### src/rtl/matrix_loader_nxn.sv
// DIM x DIM matrix sequencer: loads A and B from memory, runs an external multiply, stores C.
// Optional memory/engine watchdog is compiled in with `define LOADER_TIMEOUT_EN.
module matrix_loader_nxn #(
  parameter int DIM            = 2,
  parameter int DATA_W         = 32,
  parameter int ADDR_W         = 15,
  parameter int TIMEOUT_CYCLES = 1024
) (
  input  logic                       clock,
  input  logic                       reset,
  input  logic                       enable,
  input  logic [ADDR_W-1:0]          a_address,
  input  logic [ADDR_W-1:0]          b_address,
  input  logic [ADDR_W-1:0]          c_address,
  output logic                       memory_enable,
  output logic                       readWrite,
  output logic [ADDR_W-1:0]          memory_address,
  output logic [DATA_W-1:0]          word_to_memory,
  input  logic [DATA_W-1:0]          word_from_memory,
  input  logic                       memory_done,
  output logic                       mult_enable,
  output logic [DIM*DIM*DATA_W-1:0]  mult_a,
  output logic [DIM*DIM*DATA_W-1:0]  mult_b,
  input  logic [DIM*DIM*DATA_W-1:0]  mult_c,
  input  logic                       mult_done,
  output logic                       busy,
  output logic                       done,
  output logic                       error
);

  localparam int N  = DIM * DIM;
  localparam int KW = $clog2(2 * N + 1);
  localparam logic [KW-1:0] K_N       = KW'(N);
  localparam logic [KW-1:0] K_RD_LAST = KW'(2 * N - 1);
  localparam logic [KW-1:0] K_WR_LAST = KW'(N - 1);

  localparam logic [2:0] S_IDLE    = 3'd0;
  localparam logic [2:0] S_RD_REQ  = 3'd1;
  localparam logic [2:0] S_RD_WAIT = 3'd2;
  localparam logic [2:0] S_EXEC    = 3'd3;
  localparam logic [2:0] S_WR_REQ  = 3'd4;
  localparam logic [2:0] S_WR_WAIT = 3'd5;
  localparam logic [2:0] S_DONE    = 3'd6;

  logic [2:0]          state_q, state_d, nxt_state_s;
  logic [KW-1:0]       k_q, k_d;
  logic [ADDR_W-1:0]   a_base_q, a_base_d, b_base_q, b_base_d, c_base_q, c_base_d;
  logic [N*DATA_W-1:0] a_q, a_d, b_q, b_d, c_q, c_d;
  logic                mem_en_q, mem_en_d, rw_q, rw_d;
  logic [ADDR_W-1:0]   addr_q, addr_d;
  logic [DATA_W-1:0]   wdata_q, wdata_d;
  logic                mult_en_q, mult_en_d, busy_q, busy_d, done_q, done_d;
  logic                timeout_s;

  function automatic logic [DATA_W-1:0] elem_at(input logic [N*DATA_W-1:0] vec,
                                                input logic [KW-1:0]       idx);
    elem_at = vec[int'(idx)*DATA_W +: DATA_W];
  endfunction

  // Sequencing and element capture; k counts reads 0..2N-1, then writes 0..N-1.
  always_comb begin
    nxt_state_s = state_q;
    k_d         = k_q;
    a_base_d    = a_base_q;
    b_base_d    = b_base_q;
    c_base_d    = c_base_q;
    a_d         = a_q;
    b_d         = b_q;
    c_d         = c_q;
    case (state_q)
      S_IDLE: begin
        if (enable) begin
          a_base_d    = a_address;
          b_base_d    = b_address;
          c_base_d    = c_address;
          k_d         = '0;
          nxt_state_s = S_RD_REQ;
        end else begin
          nxt_state_s = S_IDLE;
        end
      end
      S_RD_REQ: nxt_state_s = S_RD_WAIT;
      S_RD_WAIT: begin
        if (memory_done) begin
          if (k_q < K_N) begin
            a_d[int'(k_q)*DATA_W +: DATA_W] = word_from_memory;
          end else begin
            b_d[int'(k_q - K_N)*DATA_W +: DATA_W] = word_from_memory;
          end
          k_d         = k_q + KW'(1);
          nxt_state_s = (k_q == K_RD_LAST) ? S_EXEC : S_RD_REQ;
        end else begin
          nxt_state_s = S_RD_WAIT;
        end
      end
      S_EXEC: begin
        if (mult_done) begin
          c_d         = mult_c;
          k_d         = '0;
          nxt_state_s = S_WR_REQ;
        end else begin
          nxt_state_s = S_EXEC;
        end
      end
      S_WR_REQ: nxt_state_s = S_WR_WAIT;
      S_WR_WAIT: begin
        if (memory_done) begin
          k_d         = k_q + KW'(1);
          nxt_state_s = (k_q == K_WR_LAST) ? S_DONE : S_WR_REQ;
        end else begin
          nxt_state_s = S_WR_WAIT;
        end
      end
      S_DONE:  nxt_state_s = S_IDLE;
      default: nxt_state_s = S_IDLE;
    endcase
  end

  // Outputs are decoded from the next state so every strobe leaves a flop.
  always_comb begin
    state_d   = timeout_s ? S_IDLE : nxt_state_s;
    mem_en_d  = (state_d == S_RD_REQ) || (state_d == S_WR_REQ);
    rw_d      = (state_d == S_RD_REQ);
    mult_en_d = (state_d == S_EXEC);
    busy_d    = (state_d != S_IDLE);
    done_d    = (state_d == S_DONE);
    addr_d    = '0;
    wdata_d   = '0;
    case (state_d)
      S_RD_REQ: begin
        if (k_d < K_N) begin
          addr_d = a_base_d + ADDR_W'(k_d);
        end else begin
          addr_d = b_base_d + ADDR_W'(k_d - K_N);
        end
      end
      S_WR_REQ: begin
        addr_d  = c_base_d + ADDR_W'(k_d);
        wdata_d = elem_at(c_d, k_d);
      end
      default: begin
        addr_d  = '0;
        wdata_d = '0;
      end
    endcase
  end

  // State, operand and output registers.
  always_ff @(posedge clock or posedge reset) begin
    if (reset) begin
      state_q   <= S_IDLE;
      k_q       <= '0;
      a_base_q  <= '0;
      b_base_q  <= '0;
      c_base_q  <= '0;
      a_q       <= '0;
      b_q       <= '0;
      c_q       <= '0;
      mem_en_q  <= 1'b0;
      rw_q      <= 1'b0;
      addr_q    <= '0;
      wdata_q   <= '0;
      mult_en_q <= 1'b0;
      busy_q    <= 1'b0;
      done_q    <= 1'b0;
    end else begin
      state_q   <= state_d;
      k_q       <= k_d;
      a_base_q  <= a_base_d;
      b_base_q  <= b_base_d;
      c_base_q  <= c_base_d;
      a_q       <= a_d;
      b_q       <= b_d;
      c_q       <= c_d;
      mem_en_q  <= mem_en_d;
      rw_q      <= rw_d;
      addr_q    <= addr_d;
      wdata_q   <= wdata_d;
      mult_en_q <= mult_en_d;
      busy_q    <= busy_d;
      done_q    <= done_d;
    end
  end

`ifdef LOADER_TIMEOUT_EN
  localparam int WD_W = $clog2(TIMEOUT_CYCLES + 1);
  localparam logic [WD_W-1:0] WD_LAST = WD_W'(TIMEOUT_CYCLES - 1);

  logic [WD_W-1:0] wd_q, wd_d;
  logic            in_wait_s;
  logic            error_q, error_d;

  // A wait that would still be stalled after its last allowed cycle aborts the job.
  always_comb begin
    in_wait_s = (state_q == S_RD_WAIT) || (state_q == S_WR_WAIT) || (state_q == S_EXEC);
    timeout_s = in_wait_s && (wd_q == WD_LAST) && (nxt_state_s == state_q);
  end

  // Watchdog restarts on every state change.
  always_comb begin
    wd_d    = (in_wait_s && (state_d == state_q)) ? wd_q + WD_W'(1) : '0;
    error_d = timeout_s;
  end

  // Watchdog and error pulse registers.
  always_ff @(posedge clock or posedge reset) begin
    if (reset) begin
      wd_q    <= '0;
      error_q <= 1'b0;
    end else begin
      wd_q    <= wd_d;
      error_q <= error_d;
    end
  end

  assign error = error_q;
`else
  assign timeout_s = 1'b0;
  assign error     = 1'b0;
`endif

  assign memory_enable  = mem_en_q;
  assign readWrite      = rw_q;
  assign memory_address = addr_q;
  assign word_to_memory = wdata_q;
  assign mult_enable    = mult_en_q;
  assign mult_a         = a_q;
  assign mult_b         = b_q;
  assign busy           = busy_q;
  assign done           = done_q;

endmodule

### config.mk
export PLATFORM = sky130hd
export DESIGN_NAME = matrix_loader_nxn
export DESIGN_NICKNAME = d
export VERILOG_FILES = /design/src/rtl/matrix_loader_nxn.sv
export SDC_FILE = /design/constraint.sdc
export NUM_CORES = 1
export LEC_CHECK = 0
export BUFFER_PORTS_ARGS = -buffer_cell sky130_fd_sc_hd__buf_2
export CORE_MARGIN = 2
export CORE_UTILIZATION = 52
export CTS_CLUSTER_DIAMETER = 80
export DETAILED_ROUTE_END_ITERATION = 10
export PLACE_DENSITY = 0.86
export SYNTH_ARGS = -nofsm -noshare
export SYNTH_HDL_FRONTEND = slang
export SYNTH_SLANG_ARGS = --single-unit
### constraint.sdc
create_clock -name clock -period 20.2 [get_ports clock]
set_input_delay 3.03 -clock clock [delete_from_list [all_inputs] [get_ports clock]]
set_output_delay 3.03 -clock clock [all_outputs]
set_load 0.03 [all_outputs]
==> results.json <==
{
  "status": "finished, final reports clean",
  "place_congestion": 0.934,
  "dpl.cell_count": 3056,
  "syn_area_um2": 21600,
  "max_cap_violations": 0,
  "htreeDepth": 2,
  "synth_nets": 2357,
  "fin_skew_ns": 0.0151,
  "power.total_w": 0.00353,
  "synthesis.instances": 2112,
  "io_buffers": 517,
  "multi_input_area_um2": 8560,
  "finalCritPeriodShare_pct": 33.4,
  "ant_nets": 0,
  "setup_viol": 0,
  "cts_root_buf": "clkbuf_16",
  "vias": 18200,
  "grt_max_degree": 184,
  "cts_buffer_depth": 3,
  "hold_buffers": 0,
  "grt_pass1_vias": 18600,
  "cts_inserted_buffers": 49,
  "ir_drop_v": 0.0000878,
  "relSlewSlack_pct": 23.7,
  "ff2ff_path_depth": 12,
  "ys_warn_count": 0,
  "rr_startpoint": "k_q[0]",
  "cts_setup_buffers": 0,
  "cts_tree": "yes",
  "seqCellArea_um2": 12200,
  "track_usage_pct": 29.9,
  "ys_async_sr_fraction_pct": 100,
  "stdcell_count": 3148,
  "hold_slack_ns": 0.462,
  "core_area_um2": 40900,
  "p_per_area_nw_per_um2": 134,
  "clkTransAtPathRegs_ns": 0.06,
  "worstHoldPathCells": 2,
  "start_util_pct": 52.7,
  "r2r_end": "memory_address[14]",
  "grt_antenna_before_repair": 4,
  "drc": 0,
  "seq_area_frac_synth_pct": 56.6,
  "crit_fanout": 26,
  "tightestPinTransition_ns": 1.14,
  "finalMaxSlewViolations": 0,
  "via_per_inst": 5.80,
  "design_area_um2": 26300,
  "hold_start": "mult_a[82]",
  "worstSetupPathType": "input pin to flop",
  "required_ns": 20.66,
  "grt.overflow.total": 0,
  "final_net_count": 2820,
  "routed_wl_um": 65400,
  "drive_above_1_share_pct": 28.9,
  "die-area_um2": 43100,
  "synthFlopType": "dfrtp_1",
  "die_x_um": 208,
  "fmax_mhz": 148,
  "regToRegSetupSlack_ns": 15.04,
  "hold_viol": 0,
  "die_h_um": 208,
  "synth_edf_count": 0,
  "cp_data_arrival_time_ns": 7.21,
  "areaGrowthSynthToFinish_pct": 21.8,
  "cts.sinks": 488,
  "grt_setup_unrepaired": "no",
  "hpwlAfterDp_um": 44500,
  "drt_iter0_markers": 1961,
  "insertion_delay_ns": 0.58,
  "min_path_type": "flop to flop",
  "cp-end-kind": "flop",
  "synthDistinctLibCells": 68,
  "cp-start-kind": "input pin",
  "fin_tns_setup_ns": 0,
  "leakage_nw": 14.0,
  "io_pins": 519,
  "drt_first_pass_iters": 6,
  "num-fill-cells": 3074,
  "dpl_cell_area_um2": 24600,
  "routedWlPerCell_um": 20.8,
  "post-route-min-period_ns": 6.75,
  "synth_seq_cells": 488,
  "whs_endpoint": "mult_a[82]",
  "cts_resized": 0,
  "grt_pass1_wl_um": 102000,
  "synth.avg_cell_area_um2": 10.2,
  "num_rows": 74
}
worst max-delay path by stage:
| stage | slack, ns | endpoint | from |
|---|---|---|---|
| global placement | 13.06 | memory_address[14] | memory_done |
| global route | 13.23 | memory_address[14] | memory_done |
| detailed placement | 12.93 | memory_address[14] | memory_done |
| finish | 13.45 | memory_address[14] | memory_done |
| floorplan | 3.55 | a_base_q[0] | reset |
| CTS | 13.54 | memory_address[14] | memory_done |
area by class of cell:
type | instances | area share [%]
flip-flops and latches | 488 | 46.5
multi-input cells | 1408 | 32.6
repair buffers | 542 | 10.6
clock buffers | 74 | 5.60
well taps | 532 | 2.53
inverters | 86 | 1.26
clock inverters | 16 | 0.942
diodes | 2 | 0.0190
worst max-delay path: stages:
cell,delay [ns]
buf_2,0.17
mux2_2,0.28
a21oi_1,0.26
o211ai_1,0.16
nand2_1,0.14
clkinv_1,0.87
fa_1,0.82
nor2b_1,0.16
o21ai_0,0.33
a222oi_1,0.50
xnor2_1,0.17
a21oi_1,0.08
a21o_1,0.23
Yosys cell counts (8+ instances only):
library cell	count	area, µm²
dfrtp_1	488	12200
and3_1	10	62.6
o21a_1	23	173
nand2_1	608	2280
xnor2_1	18	158
a221oi_1	14	123
o21ai_1	27	135
buf_2	15	75.1
ha_1	31	388
nand4_1	17	106
o211a_1	38	380
nor3_1	8	40.0
inv_1	82	308
mux2i_1	49	490
a21oi_1	30	150
a2111o_1	13	146
o21ai_0	137	686
xor2_1	11	96.3
mux2_1	12	135
clkbuf_1	104	390
nor2b_1	10	62.6
nand3_1	83	415
o22ai_1	8	50.1
mux2_2	109	1230
a21o_1	46	345
nand2b_1	11	68.8
nor2_1	21	78.8
stage by stage:
stage | util (%) | setup WS, ns
finish | 64.2 | 13.45
global route | 64.2 | 13.23
CTS | 64.2 | 13.54
detailed placement | 60.0 | 12.93
global placement | 60.0 | 13.06
floorplan | - | 3.55
power by group:
group / internal [W] / leakage, nW / total [W] / switching (W)
registers: 0.00121 / 6.31 / 0.00132 / 0.000106
clock network: 0.000580 / 0.831 / 0.000963 / 0.000383
logic: 0.000446 / 6.83 / 0.00125 / 0.000806
total: 0.00224 / 14.0 / 0.00353 / 0.00129
sequential cells by signal (all words and copies together), names as in the netlist, 3 cells and up:
name / cells
c_base_q: 15
mult_a: 128
b_base_q: 15
mult_b: 128
c_q: 128
word_to_memory: 32
state_q: 3
a_base_q: 15
memory_address: 15
k_q: 4
layer usage:
metal	share of wire, %	up-vias	wire length (µm)	GRT usage, %
met5	0.011	-	7	0
met2	49	1049	32400	50.4
met1	38	8908	24700	37.1
met4	4.8	2	3170	14.6
met3	7.9	211	5190	5.58
li1	-	8075	-	-
layout by cell type, fill, tap and decap left out, drive strengths merged, types with 30 or more instances in the layout:
cell / instances
nand2: 608
buf: 542
dfrtp: 488
o21ai: 164
mux2: 123
inv: 83
nand3: 83
clkbuf: 74
mux2i: 50
a21o: 46
o211a: 38
ha: 31
a21oi: 30
logic make-up after synthesis:
group / synth area share (%)
mux: 8.79
flops: 56.6
other cells: 0.0174
fa+ha+maj: 2.17
simple gates: 15.5
compound gates: 11.8
xor+xnor: 1.18
buf+inv: 3.95
Power figures use the tool's default switching activity.
